===== config.mk =====
export PLATFORM = sky130hd
export DESIGN_NAME = pc_fetch_unit_flat
export DESIGN_NICKNAME = d
export VERILOG_FILES = /design/src/rtl/pc_fetch_unit_pkg.sv /design/src/rtl/pc_fetch_unit_if.sv /design/src/rtl/pc_fetch_unit_next_pc_calc.sv /design/src/rtl/pc_fetch_unit.sv /design/src/flat_wrapper.sv
export SDC_FILE = /design/constraint.sdc
export NUM_CORES = 1
export LEC_CHECK = 0
export CORE_ASPECT_RATIO = 1.4
export CORE_UTILIZATION = 45
export DETAILED_ROUTE_END_ITERATION = 8
export GPL_ROUTABILITY_DRIVEN = 0
export HOLD_SLACK_MARGIN = 0.05
export PLACE_DENSITY = 0.86
export SKIP_CTS_REPAIR_TIMING = 1
export SLEW_MARGIN = 5
export SYNTH_ARGS = -nofsm -noshare
export SYNTH_HDL_FRONTEND = slang
export SYNTH_SLANG_ARGS = --single-unit
export TNS_END_PERCENT = 5

===== constraint.sdc =====
create_clock -name clk -period 5.55 [get_ports clk]
set_clock_uncertainty 0.2 [all_clocks]
set_input_delay 1.11 -clock clk [delete_from_list [all_inputs] [get_ports clk]]
set_output_delay 1.11 -clock clk [all_outputs]
set_load 0.02 [all_outputs]

===== src/rtl/pc_fetch_unit_pkg.sv =====
// Shared definitions for the fetch stage: CU branch codes, FSM states and
// a small field-extension helper.
package pc_fetch_unit_pkg;

  // Next-PC select codes driven by the control unit
  localparam logic [1:0] BR_SEQ  = 2'b00;
  localparam logic [1:0] BR_COND = 2'b01;
  localparam logic [1:0] BR_JUMP = 2'b10;
  localparam logic [1:0] BR_JREG = 2'b11;

  // Fetch FSM states
  typedef enum logic [1:0] {
    ST_BOOT  = 2'b00,
    ST_FETCH = 2'b01,
    ST_ISSUE = 2'b10,
    ST_HALT  = 2'b11
  } state_t;

  // Sign-extend a 16-bit immediate to 32 bits
  function automatic logic [31:0] sext16(input logic [15:0] v);
    return {{16{v[15]}}, v};
  endfunction

endpackage


===== src/rtl/pc_fetch_unit_if.sv =====
// Instruction-memory request/response handshake between the fetch unit
// (master) and the instruction memory (slave).
interface pc_fetch_unit_if;
  logic        imem_req;
  logic [31:0] imem_addr;
  logic [31:0] imem_rdata;
  logic        imem_valid;

  modport master (
    output imem_req,
    output imem_addr,
    input  imem_rdata,
    input  imem_valid
  );

  modport slave (
    input  imem_req,
    input  imem_addr,
    output imem_rdata,
    output imem_valid
  );
endinterface


===== src/rtl/pc_fetch_unit_next_pc_calc.sv =====
// Combinational next-PC selection from the CU branch code, plus the
// word-alignment check on the chosen target.
module pc_fetch_unit_next_pc_calc
  import pc_fetch_unit_pkg::*;
(
  input  logic [31:0] pc,
  input  logic [31:0] instr,
  input  logic [1:0]  branch,
  input  logic [31:0] reg_target,
  output logic [31:0] next_pc,
  output logic        misaligned
);

  logic [31:0] seq_pc_s;
  logic        unused_opcode_s;

  assign seq_pc_s        = pc + 32'd4;
  // Opcode bits are decoded by the CU, not here
  assign unused_opcode_s = ^instr[31:26];

  // Select the target; all arithmetic wraps mod 2^32
  always_comb begin
    next_pc = seq_pc_s;
    case (branch)
      BR_SEQ:  next_pc = seq_pc_s;
      BR_COND: next_pc = seq_pc_s + (sext16(instr[15:0]) << 2);
      BR_JUMP: next_pc = {seq_pc_s[31:28], instr[25:0], 2'b00};
      BR_JREG: next_pc = reg_target;
      default: next_pc = seq_pc_s;
    endcase
  end

  // Only a register target can actually produce low bits, but check all
  assign misaligned = (next_pc[1:0] != 2'b00);

endmodule


===== src/rtl/pc_fetch_unit.sv =====
// Program counter and instruction fetch stage. Fetches one word per
// instruction over a variable-latency handshake, holds it for issue, and
// advances the PC from the CU branch code when the core retires it.
module pc_fetch_unit
  import pc_fetch_unit_pkg::*;
#(
  parameter logic [31:0] RESET_PC = 32'h0000_0000,
  parameter int unsigned TIMEOUT  = 255
) (
  input  logic               clk,
  input  logic               rst,
  pc_fetch_unit_if.master    imem,
  input  logic               stall,
  input  logic [1:0]         branch,
  input  logic [31:0]        reg_target,
  output logic [31:0]        instr,
  output logic               instr_valid,
  output logic [31:0]        pc,
  output logic [31:0]        pc_plus4,
  output logic               err,
  output logic               halted
);

  // Last counter value before the timeout fires (only used when enabled)
  localparam logic [31:0] TIMEOUT_LAST = 32'(TIMEOUT) - 32'd1;

  state_t      state_r;
  logic [31:0] pc_r;
  logic [31:0] instr_r;
  logic [31:0] cnt_r;
  logic        req_r;
  logic        iv_r;
  logic        err_r;
  logic        halted_r;

  logic [31:0] next_pc_s;
  logic        misaligned_s;
  logic        timeout_hit_s;

  pc_fetch_unit_next_pc_calc u_next_pc (
    .pc         (pc_r),
    .instr      (instr_r),
    .branch     (branch),
    .reg_target (reg_target),
    .next_pc    (next_pc_s),
    .misaligned (misaligned_s)
  );

  // Timeout fires on the FETCH cycle that would bring the counter to TIMEOUT
  always_comb begin
    timeout_hit_s = 1'b0;
    if (TIMEOUT != 32'd0) begin
      timeout_hit_s = (cnt_r == TIMEOUT_LAST);
    end else begin
      timeout_hit_s = 1'b0;
    end
  end

  // Fetch FSM with all outputs registered alongside the state
  always_ff @(posedge clk or posedge rst) begin
    if (rst) begin
      state_r  <= ST_BOOT;
      pc_r     <= RESET_PC;
      instr_r  <= 32'h0000_0000;
      cnt_r    <= 32'd0;
      req_r    <= 1'b0;
      iv_r     <= 1'b0;
      err_r    <= 1'b0;
      halted_r <= 1'b0;
    end else begin
      case (state_r)
        ST_BOOT: begin
          state_r <= ST_FETCH;
          req_r   <= 1'b1;
          cnt_r   <= 32'd0;
        end
        ST_FETCH: begin
          if (imem.imem_valid) begin
            instr_r <= imem.imem_rdata;
            cnt_r   <= 32'd0;
            req_r   <= 1'b0;
            iv_r    <= 1'b1;
            state_r <= ST_ISSUE;
          end else if (timeout_hit_s) begin
            err_r    <= 1'b1;
            halted_r <= 1'b1;
            req_r    <= 1'b0;
            state_r  <= ST_HALT;
          end else begin
            cnt_r <= cnt_r + 32'd1;
          end
        end
        ST_ISSUE: begin
          if (!stall) begin
            if (misaligned_s) begin
              // PC keeps the address of the offending instruction
              err_r    <= 1'b1;
              halted_r <= 1'b1;
              iv_r     <= 1'b0;
              state_r  <= ST_HALT;
            end else begin
              pc_r    <= next_pc_s;
              iv_r    <= 1'b0;
              req_r   <= 1'b1;
              cnt_r   <= 32'd0;
              state_r <= ST_FETCH;
            end
          end else begin
            iv_r <= 1'b1;
          end
        end
        ST_HALT: begin
          req_r    <= 1'b0;
          iv_r     <= 1'b0;
          halted_r <= 1'b1;
        end
        default: begin
          // Unreachable encoding: fail safe into HALT
          req_r    <= 1'b0;
          iv_r     <= 1'b0;
          err_r    <= 1'b1;
          halted_r <= 1'b1;
          state_r  <= ST_HALT;
        end
      endcase
    end
  end

  assign imem.imem_req  = req_r;
  assign imem.imem_addr = pc_r;
  assign instr          = instr_r;
  assign instr_valid    = iv_r;
  assign pc             = pc_r;
  assign pc_plus4       = pc_r + 32'd4;
  assign err            = err_r;
  assign halted         = halted_r;

endmodule


===== src/flat_wrapper.sv =====
// flat-port wrapper written by rule: the top's interface ports become plain ports
module pc_fetch_unit_flat import pc_fetch_unit_pkg::*;
#(
  parameter logic [31:0] RESET_PC = 32'h0000_0000,
  parameter int unsigned TIMEOUT  = 255
)
  (clk, rst, stall, branch, reg_target, instr, instr_valid, pc, pc_plus4, err, halted, imem_imem_req, imem_imem_addr, imem_imem_rdata, imem_imem_valid);
  pc_fetch_unit_if imem_i ();
  input  logic clk;
  input  logic rst;
  input  logic stall;
  input  logic [1:0] branch;
  input  logic [31:0] reg_target;
  output logic [31:0] instr;
  output logic instr_valid;
  output logic [31:0] pc;
  output logic [31:0] pc_plus4;
  output logic err;
  output logic halted;
  output wire logic [$bits(imem_i.imem_req)-1:0] imem_imem_req;
  output wire logic [$bits(imem_i.imem_addr)-1:0] imem_imem_addr;
  input wire logic [$bits(imem_i.imem_rdata)-1:0] imem_imem_rdata;
  input wire logic [$bits(imem_i.imem_valid)-1:0] imem_imem_valid;
  assign imem_imem_req = imem_i.imem_req;
  assign imem_imem_addr = imem_i.imem_addr;
  assign imem_i.imem_rdata = imem_imem_rdata;
  assign imem_i.imem_valid = imem_imem_valid;
  pc_fetch_unit #(.RESET_PC(RESET_PC), .TIMEOUT(TIMEOUT)) u_core (.clk(clk), .rst(rst), .imem(imem_i), .stall(stall), .branch(branch), .reg_target(reg_target), .instr(instr), .instr_valid(instr_valid), .pc(pc), .pc_plus4(pc_plus4), .err(err), .halted(halted));
endmodule

[After elaboration in Yosys (flattened, before gate mapping)]
Cells that the tools add are included.
Word-level totals
  flip-flop bits (word level): 102
  input port bits: 70
  logic and storage cells: 67
Cells by class
  add/sub/neg operators: 3
  equality and inequality tests: 15
  mux-type cells: 25
  bitwise operators: 2
  reductions and logical operators: 14
Operators with widths (number)
  32-bit two-way mux: 4
  32-bit one-hot mux with 4 select lines: 1
  32-bit one-hot mux with 3 select lines: 1
  32-bit by 1-bit adder with 32-bit output, second input constant: 1
  32-bit by 3-bit adder with 32-bit output, second input constant: 1
  32-bit adder: 1
  32-bit by 8-bit == test with 1-bit output, second input constant: 1
  1-bit two-way mux: 10
  5-bit AND reduction: 2
  3-bit AND reduction: 3
  2-bit == test, second input constant: 4
  2-bit two-way mux: 4
  2-bit inequality test, second input constant: 4
  1-bit one-hot mux with 3 select lines: 2
  2-bit one-hot mux with 3 select lines: 1
  3-bit nonzero test: 2
  2-bit by 1-bit == test with 1-bit output, second input constant: 2
  2-bit zero test: 2
  2-bit by 1-bit inequality test with 1-bit output, second input constant: 2
  1-bit one-hot mux with 4 select lines: 1
  2-bit AND reduction: 2
  4-bit AND reduction: 1
  2-bit nonzero test: 2
  3-bit by 2-bit inequality test with 1-bit output, second input constant: 1
  other kinds (3): 4

[Longest topological paths before layout]
Gate-level depths: netlist of run 1.
  depth after elaboration: 7
  depth in mapped cells: 16
  depth with buffers taken out: 16

[Hierarchy]
A second synthesis of run 1 with hierarchy kept.
Unflattened totals
  cells, all modules: 879
  area, all modules: 8314.2 µm²
By module, submodules not included
  pc_fetch_unit: times used 1, cells an instance 527, area each 5517.8 µm², sequential area each 2552.4 µm²
  pc_fetch_unit_next_pc_calc: times used 1, cells an instance 352, area each 2796.4 µm², sequential area each 0.0 µm²

[Least setup slack after synthesis of run 1]
Ideal clock, no wire load.
  path type: reg2reg
  from: register u_core.pc_r[2], in the netlist u_core.imem.imem_addr[2]
  to: register u_core.pc_r[31], in the netlist u_core.imem.imem_addr[31]
  setup time: 0.136 ns
  arrival: 3.808 ns
  data required time: 5.214 ns
  path slack: 1.406 ns
  stages on the path, launching flop included: 17
  period minus slack after synthesis: 4.144 ns
  path through: dfrtp_1 -> ha_1 -> nand3_1 -> nor3_1 -> and4_1 -> and4_1 -> nand4_1 -> xnor2_1 -> ha_1 -> or2_2 -> o311a_1 -> a31oi_1 -> o21ai_0 -> a21oi_1 -> o21ai_0 -> xnor2_1 -> a21oi_1
On the way
  longest elaborated chain between the ends: 3
Ends and longest elaborated chain
  start, declared: RTL line pc_fetch_unit.sv:28  | logic [31:0] pc_r;
  start signal, assigned: RTL line pc_fetch_unit.sv:102  | pc_r <= next_pc_s;
  32-bit by 3-bit adder with 32-bit output
  named net pc_plus4[26]: RTL line flat_wrapper.sv:17  | output logic [31:0] pc_plus4;
  32-bit adder: RTL line pc_fetch_unit_next_pc_calc.sv:26  | BR_COND: next_pc = seq_pc_s + (sext16(instr[15:0]) << 2);
  32-bit one-hot mux with 4 select lines: RTL line pc_fetch_unit_next_pc_calc.sv:24  | case (branch)
The timed path passes the listed nets, and every way through them passes these cells.
A chain may end at the register's enable or synchronous reset.

[Worst setup path in the final report of run 1]
  from: register u_core.pc_r[2], in the netlist u_core.imem.imem_addr[2]
  to: output pc_plus4[26]
On the way
  longest elaborated chain between the ends: 1
Ends and longest elaborated chain
  32-bit by 3-bit adder with 32-bit output: RTL line pc_fetch_unit.sv:134  | assign pc_plus4 = pc_r + 32'd4;
  end, declared: RTL line flat_wrapper.sv:17
Every way passes these cells.

==> reports/results.ini, run 1 <==
[die]
design.portCount = 202
floorplan.initialDensity_pct = 46.27
rows = 55
chipWidth_um = 111.4
design.die.area_sq_um = 17300
die_h_um = 155.2
fp.coreArea_sq_um = 16310

[sta]
period_needed_ns = 4.653
maxSlewViolCount = 0
worst_slew_pin_slew_ns = 0.9924
timing.setup.tns_ns = 0
grt_setup_unrepaired = no
hold_viol_final = 0
timing.fmax_mhz = 214.9
relSlewSlack_pct = 33.84
setup_violations = 0
min_period_over_period_pct = 83.84

[worst_setup_path]
crit_chain = ha_1 -> nand3_1 -> nor3_1 -> and4_1 -> and4_1 -> nand4_1 -> xnor2_1 -> clkdlybuf4s50_1
timing.critical_path.slowest_stage_cell = clkdlybuf4s50_1
crit_path_max_incr_delay_ns = 0.69
crit_path_buffers_inverters = 1
worst_ep_arrival_time_ns = 3.34
end_kind = output pin
worst_setup_path_start_kind = flip-flop
path_common_cell = and4_1
worst_path_dominant_cell_family = simple AND/OR/NAND/NOR gates
criticalPathCategory = flip-flop to output pin
largest_driver_fanout_on_the_critical_path = 7
worst_ep_required_time_ns = 4.24

[synth]
netlist_area_sq_um = 7546
synth_cells = 825
yosys_warnings = 0
ys_async_sr_fraction_pct = 100.0
synth_flop_cell = dfrtp_1
yosys_register_bits = 102
synth_seq_area_share_pct = 33.83
synth-edff-count = 0
yosys.cell_types.count = 76
synth.net_count = 935
syn_area_per_cell_sq_um = 9.147

[pwr]
switching_share_pct = 46.76
totalPowerFinal_w = 0.006172
peak_supply_drop_v = 0.0003393
intPower_w = 0.003286
p_switching_w = 0.002886
power.density_nw_per_um2 = 631.6
leak_pwr_nw = 4.138
share_clk_of_total_power_pct = 11.5
comb_power_share_pct = 66.4
pwr-share-seq_pct = 22.1

[layout]
drive_above_1_share_pct = 9.572
design.final.nets = 1087
antenna-diode-count = 0
synthToLayoutAreaGrowth_pct = 29.51

[run]
max_cap_viols = 0

[drt]
detail_route.iter0.violations = 559
drt_pass1_iterations = 7
drt_drc_violations_left = 18
drt-vias-per-instance = 5.890
antenna_left = 0
num_vias = 6956
wl_mm = 22.21
wire_per_inst_um = 18.81

[grt]
first_global_vias = 7065
wire_length_of_the_first_global_routing_pass_mm = 35.65
largest_net_degree_at_the_start_of_global_routing = 77
globalRouteOverflowTotal = 0
grt_antenna_before_repair = 0
grt.total_usage_pct = 26.11

[cts]
clock-root-buffer = clkbuf_16
clkSlewWorstSetupHoldPaths_ns = 0.07
numCtsBuffers = 9
clkSinkCount = 102
clock_tree_from_tritoncts = yes
cts.path.max_buffers = 2
clock_network_latency_to_the_later_pin_of_the_worst_skew_pair_ns = 0.35
h_tree_depth = 3

[run_status]
run_status = finished, violations left
violations = design-rule violations

[worst_hold_path]
min_path_type = flip-flop to flip-flop

[placement]
detailed_place_hpwl_mm = 16.41
numPortBuffers = 201

metal layers:
layer,track usage [%],vias up,wire length (um)
met5,0,-,0
met1,29.39,3374,8543
li1,-,3199,-
met2,46.19,303,11370
met3,4.324,80,1270
met4,16.09,0,1025
state kept, by name (all words and copies together), names as in the netlist:
| name | flops |
|---|---|
| u_core.halted | 1 |
| u_core.imem.imem_addr | 32 |
| u_core.instr | 32 |
| u_core.instr_valid | 1 |
| u_core.cnt_r | 32 |
| u_core.state_r | 2 |
| u_core.err | 1 |
| u_core.imem.imem_req | 1 |
kinds of logic after synthesis:
kind of cell    after synthesis  share of synthesized area (%)
fa+ha+maj                    40                          6.732
xor+xnor                     80                          9.634
mux                          70                          11.76
simple gates                291                          18.77
compound gates              152                          12.70
flops                       102                          33.83
buf+inv                      90                          6.582
cell usage in the layout, fill, tap and decap left out, drive strengths merged, types with 4 or more instances in the layout:
master and n:
a31oi 7, nor3 15, o221ai 4, a21o 8, and4 9, nand3 29
nor4 7, ha 39, nand4 15, nor2b 7, xor2 39, dfrtp 102
nor2 72, mux2i 20, o31ai 5, and3 15, clkbuf 10, inv 23
nand2 96, o21ai 38, or3 7, mux2 39, and2 7, xnor2 41
mux4 11, buf 9, a21oi 50, clkdlybuf4s50 199
cell usage after synthesis (all sizes together) (3+ instances only):
cell	count	share of area, %
o31ai	5	0.50
inv	23	1.1
and3	15	1.3
o21bai	3	0.30
nor2b	7	0.58
xor2	39	4.6
a21o	8	0.80
clkbuf	19	1.1
ha	39	6.5
nand2b	3	0.25
xnor2	41	5.0
mux2i	20	2.7
a21oi	50	3.3
mux4	11	3.3
nand2	96	4.8
nand4	15	1.2
nor4	7	0.58
nor2	72	3.6
o21ai	38	2.5
buf	48	4.3
and2	7	0.58
o21a	3	0.30
nand3	29	2.2
o22ai	3	0.25
nor3	15	1.1
a21boi	3	0.30
mux2	39	5.8
a31oi	7	0.58
or2	3	0.25
dfrtp	102	34
or3	7	0.58
o221ai	4	0.46
and4	9	1.1
final cells by class:
| type | count | area, sq um |
|---|---|---|
| fillers | 1351 | 6536 |
| multi-input cells | 633 | 4504 |
| flip-flops and latches | 102 | 2552 |
| repair buffers | 208 | 2054 |
| well taps | 199 | 249.0 |
| clock buffers | 10 | 239.0 |
| inverters | 23 | 88.84 |
| clock inverters | 6 | 85.08 |
stage by stage:
step	utilization, %	hold slack (ns)	setup slack, ns	std cells	cell area [sq um]
floorplan	-	0.2973	1.406	825	7546
global placement	57.94	0.2640	1.346	1165	9449
detailed placement	57.94	0.2681	1.209	1165	9449
CTS	59.92	0.2837	0.9397	1181	9773
global route	59.92	0.3147	0.7092	1181	9773
finish	59.92	0.2744	0.8968	1181	9773
path summary, 6_finish.rpt:
check / start / endpoint / slack, ns / cells after the start
setup / recovery: u_core.imem.imem_addr[2]$_DFFE_PP0P_ / pc_plus4[26] / 0.90 / 8
hold / removal: u_core.halted$_DFFE_PP0P_ / u_core.halted$_DFFE_PP0P_ / 0.27 / 1
setup reg to reg: u_core.imem.imem_addr[2]$_DFFE_PP0P_ / u_core.imem.imem_addr[31]$_DFFE_PP0P_ / 1.12 / 16
hold reg to reg: u_core.halted$_DFFE_PP0P_ / u_core.halted$_DFFE_PP0P_ / 0.27 / 1
max in group asynchronous: rst / u_core.instr[20]$_DFFE_PP0P_ / 3.09 / 3
min in group asynchronous: rst / u_core.instr[4]$_DFFE_PP0P_ / 1.12 / 2
power by group through the flow:
stage	registers (W)	logic [W]	clock network, W
global route	0.00140	0.00441	0.000743
CTS	0.00136	0.00408	0.000706
global placement	0.00135	0.00399	0
detailed placement	0.00137	0.00405	0
floorplan	0.00154	0.00249	0
finish	0.00136	0.00410	0.000708
(Power assumes the default switching activity.)
==> run 2, diff against run 1 <==
- clock period: 5.55 -> 4.69 ns (I/O delays scaled with it)
==> run 2 against run 1 <==
  * The flow still finishes with violations (design-rule violations)
  * Sequential share of layout area barely moved
  * Design area grew 0.15%
  * Via count is 1.3% higher
  * Hold slack improved by 0.010 ns
  * Combinational power up 19%
  * Critical endpoint is now pc_plus4[30]
  * Largest cell class unchanged
  * Largest power group unchanged
==> reports/results.ini, run 2 (same netlist as run 1, synthesis figures left out) <==
[layout]
seqCellArea_sq_um = 2552  ; unchanged
synthToLayoutAreaGrowth_pct = 29.71
multi_input_comb_area_sq_um = 4509  ; +0.11%
drive_above_1_share_pct = 9.664  ; +0.092 points
fin_util_pct = 60.02  ; +0.092 points
commonest_non_fill_non_tap_cell_in_the_layout = clkdlybuf4s50_1
antenna-diode-count = 0  ; unchanged
layout.cells.most_common_list = clkdlybuf4s50_1, dfrtp_1, nand2_1
design.final.nets = 1088  ; +0.092%
fillers = 1314  ; -2.7%

[drt]
wl_mm = 22.51  ; +1.4%
drt_pass1_iterations = 7  ; unchanged
num_vias = 7046  ; +1.3%
detail_route.iter0.violations = 535  ; -4.3%
antenna_left = 0  ; unchanged
wire_per_inst_um = 19.05  ; +1.3%
drt_drc_violations_left = 18  ; unchanged
route.layer.met1.wl_mm = 8.231  ; -3.7%
detailroute.wirelength.met3_mm = 1.425  ; +12%
drt-vias-per-instance = 5.961  ; +1.2%
routed-wl-met2_mm = 11.80  ; +3.8%
highest_layer = met4

[cts]
cts.path.max_buffers = 2  ; unchanged
clkSlewWorstSetupHoldPaths_ns = 0.07  ; about the same
clock-root-buffer = clkbuf_16
clkSinkCount = 102  ; unchanged
clock_network_latency_to_the_later_pin_of_the_worst_skew_pair_ns = 0.36  ; about the same
h_tree_depth = 3  ; unchanged
clock_tree_from_tritoncts = yes
numCtsBuffers = 9  ; unchanged

[run]
max_cap_viols = 0  ; unchanged

[worst_setup_path]
crit_path_max_incr_delay_ns = 0.70  ; about the same
worst_ep_required_time_ns = 3.55  ; -0.69 ns
worst_ep_arrival_time_ns = 3.35  ; about the same
criticalPathCategory = flip-flop to output pin
end_kind = output pin
path_common_cell = and4_1
crit_chain = ha_1 -> nand3_1 -> nor3_2 -> and4_1 -> and4_1 -> nand2_1 -> xnor2_1 -> clkdlybuf4s50_1
worst_setup_path_start_kind = flip-flop
timing.critical_path.slowest_stage_cell = clkdlybuf4s50_1
largest_driver_fanout_on_the_critical_path = 7  ; unchanged

[grt]
first_global_vias = 7175  ; +1.6%
globalRouteOverflowTotal = 0  ; unchanged
wire_length_of_the_first_global_routing_pass_mm = 36.34  ; +1.9%
grt_antenna_before_repair = 0  ; unchanged
grt.total_usage_pct = 26.57  ; +0.46 points
largest_net_degree_at_the_start_of_global_routing = 65  ; -16%

[pwr]
totalPowerFinal_w = 0.007284  ; +18%
power.density_nw_per_um2 = 744.1  ; +18%
leak_pwr_nw = 4.150  ; +0.29%
peak_supply_drop_v = 0.0003390  ; about the same

[sta]
setup_ws_ns = 0.2042  ; -0.6925 ns
whs_ns = 0.2846  ; +0.01018 ns
min_period_over_period_pct = 95.65
setup_violations = 0  ; unchanged
hold_viol_final = 0  ; unchanged
timing.fmax_mhz = 222.9
grt_setup_unrepaired = no
worst_slew_pin_slew_ns = 0.9320  ; -0.06037 ns
relSlewSlack_pct = 37.64  ; +3.8 points
timing.setup.tns_ns = 0  ; unchanged
period_needed_ns = 4.486
maxSlewViolCount = 0  ; unchanged

[die]
design.portCount = 202  ; unchanged
chipWidth_um = 111.4  ; unchanged
rows = 55  ; unchanged
fp.coreArea_sq_um = 16310  ; unchanged
die_h_um = 155.2  ; unchanged
floorplan.initialDensity_pct = 46.27  ; unchanged
design.die.area_sq_um = 17300  ; unchanged

[run_status]
run_status = finished, violations left
violations = design-rule violations

[placement]
numPortBuffers = 201  ; unchanged
detailed_place_hpwl_mm = 16.23  ; -1.1%
preCtsSetupSlack_ns = 0.4435  ; -0.7656 ns

[worst_hold_path]
min_path_type = flip-flop to flip-flop

-- run 2: final timing paths --
path | start | endpoint | slack (ns) | cells past startpoint
max in group asynchronous | rst | u_core.instr[24]$_DFFE_PP0P_ | 2.68 | 3
worst max-delay path | u_core.imem.imem_addr[2]$_DFFE_PP0P_ | pc_plus4[30] | 0.20 | 8
worst max register to register | u_core.imem.imem_addr[4]$_DFFE_PP0P_ | u_core.imem.imem_addr[26]$_DFFE_PP0P_ | 0.34 | 13
min in group asynchronous | rst | u_core.instr[4]$_DFFE_PP0P_ | 0.91 | 2
worst min-delay path | u_core.err$_DFFE_PP0P_ | u_core.err$_DFFE_PP0P_ | 0.28 | 1
worst min register to register | u_core.err$_DFFE_PP0P_ | u_core.err$_DFFE_PP0P_ | 0.28 | 1
-- run 2: report_power, final --
group          switching [W]  internal [W]
Combinational        0.00265       0.00225
Clock               0.000344      0.000441
Sequential          0.000443       0.00116
Total                0.00343       0.00385
-- run 2: layer usage --
layer | GRT usage (%) | vias up
li1 | - | 3222
met1 | 28.06 | 3418
met2 | 48.63 | 315
met3 | 5.181 | 91
met4 | 16.28 | 0
met5 | 0 | -
-- run 2: stage by stage --
stage               std cells  instance area, sq um
floorplan                 825                  7546
global placement         1166                  9482
detailed placement       1166                  9482
CTS                      1182                  9783
global route             1182                  9788
finish                   1182                  9788
-- run 2: area by class of cell --
type	instances	area share, %
repair buffers	209	21.32
clock buffers	12	2.620
well taps	199	2.544
multi-input cells	633	46.07
flip-flops and latches	102	26.08
clock inverters	4	0.4602
inverters	23	0.9076
-- run 2: critical path: cells and delay by family (launching register included) --
| family | cells | cell delay (ns) |
|---|---|---|
| simple gates | 5 | 1.15 |
| buf+inv | 1 | 0.70 |
| fa+ha+maj | 1 | 0.24 |
| flops | 1 | 0.48 |
| xor+xnor | 1 | 0.42 |
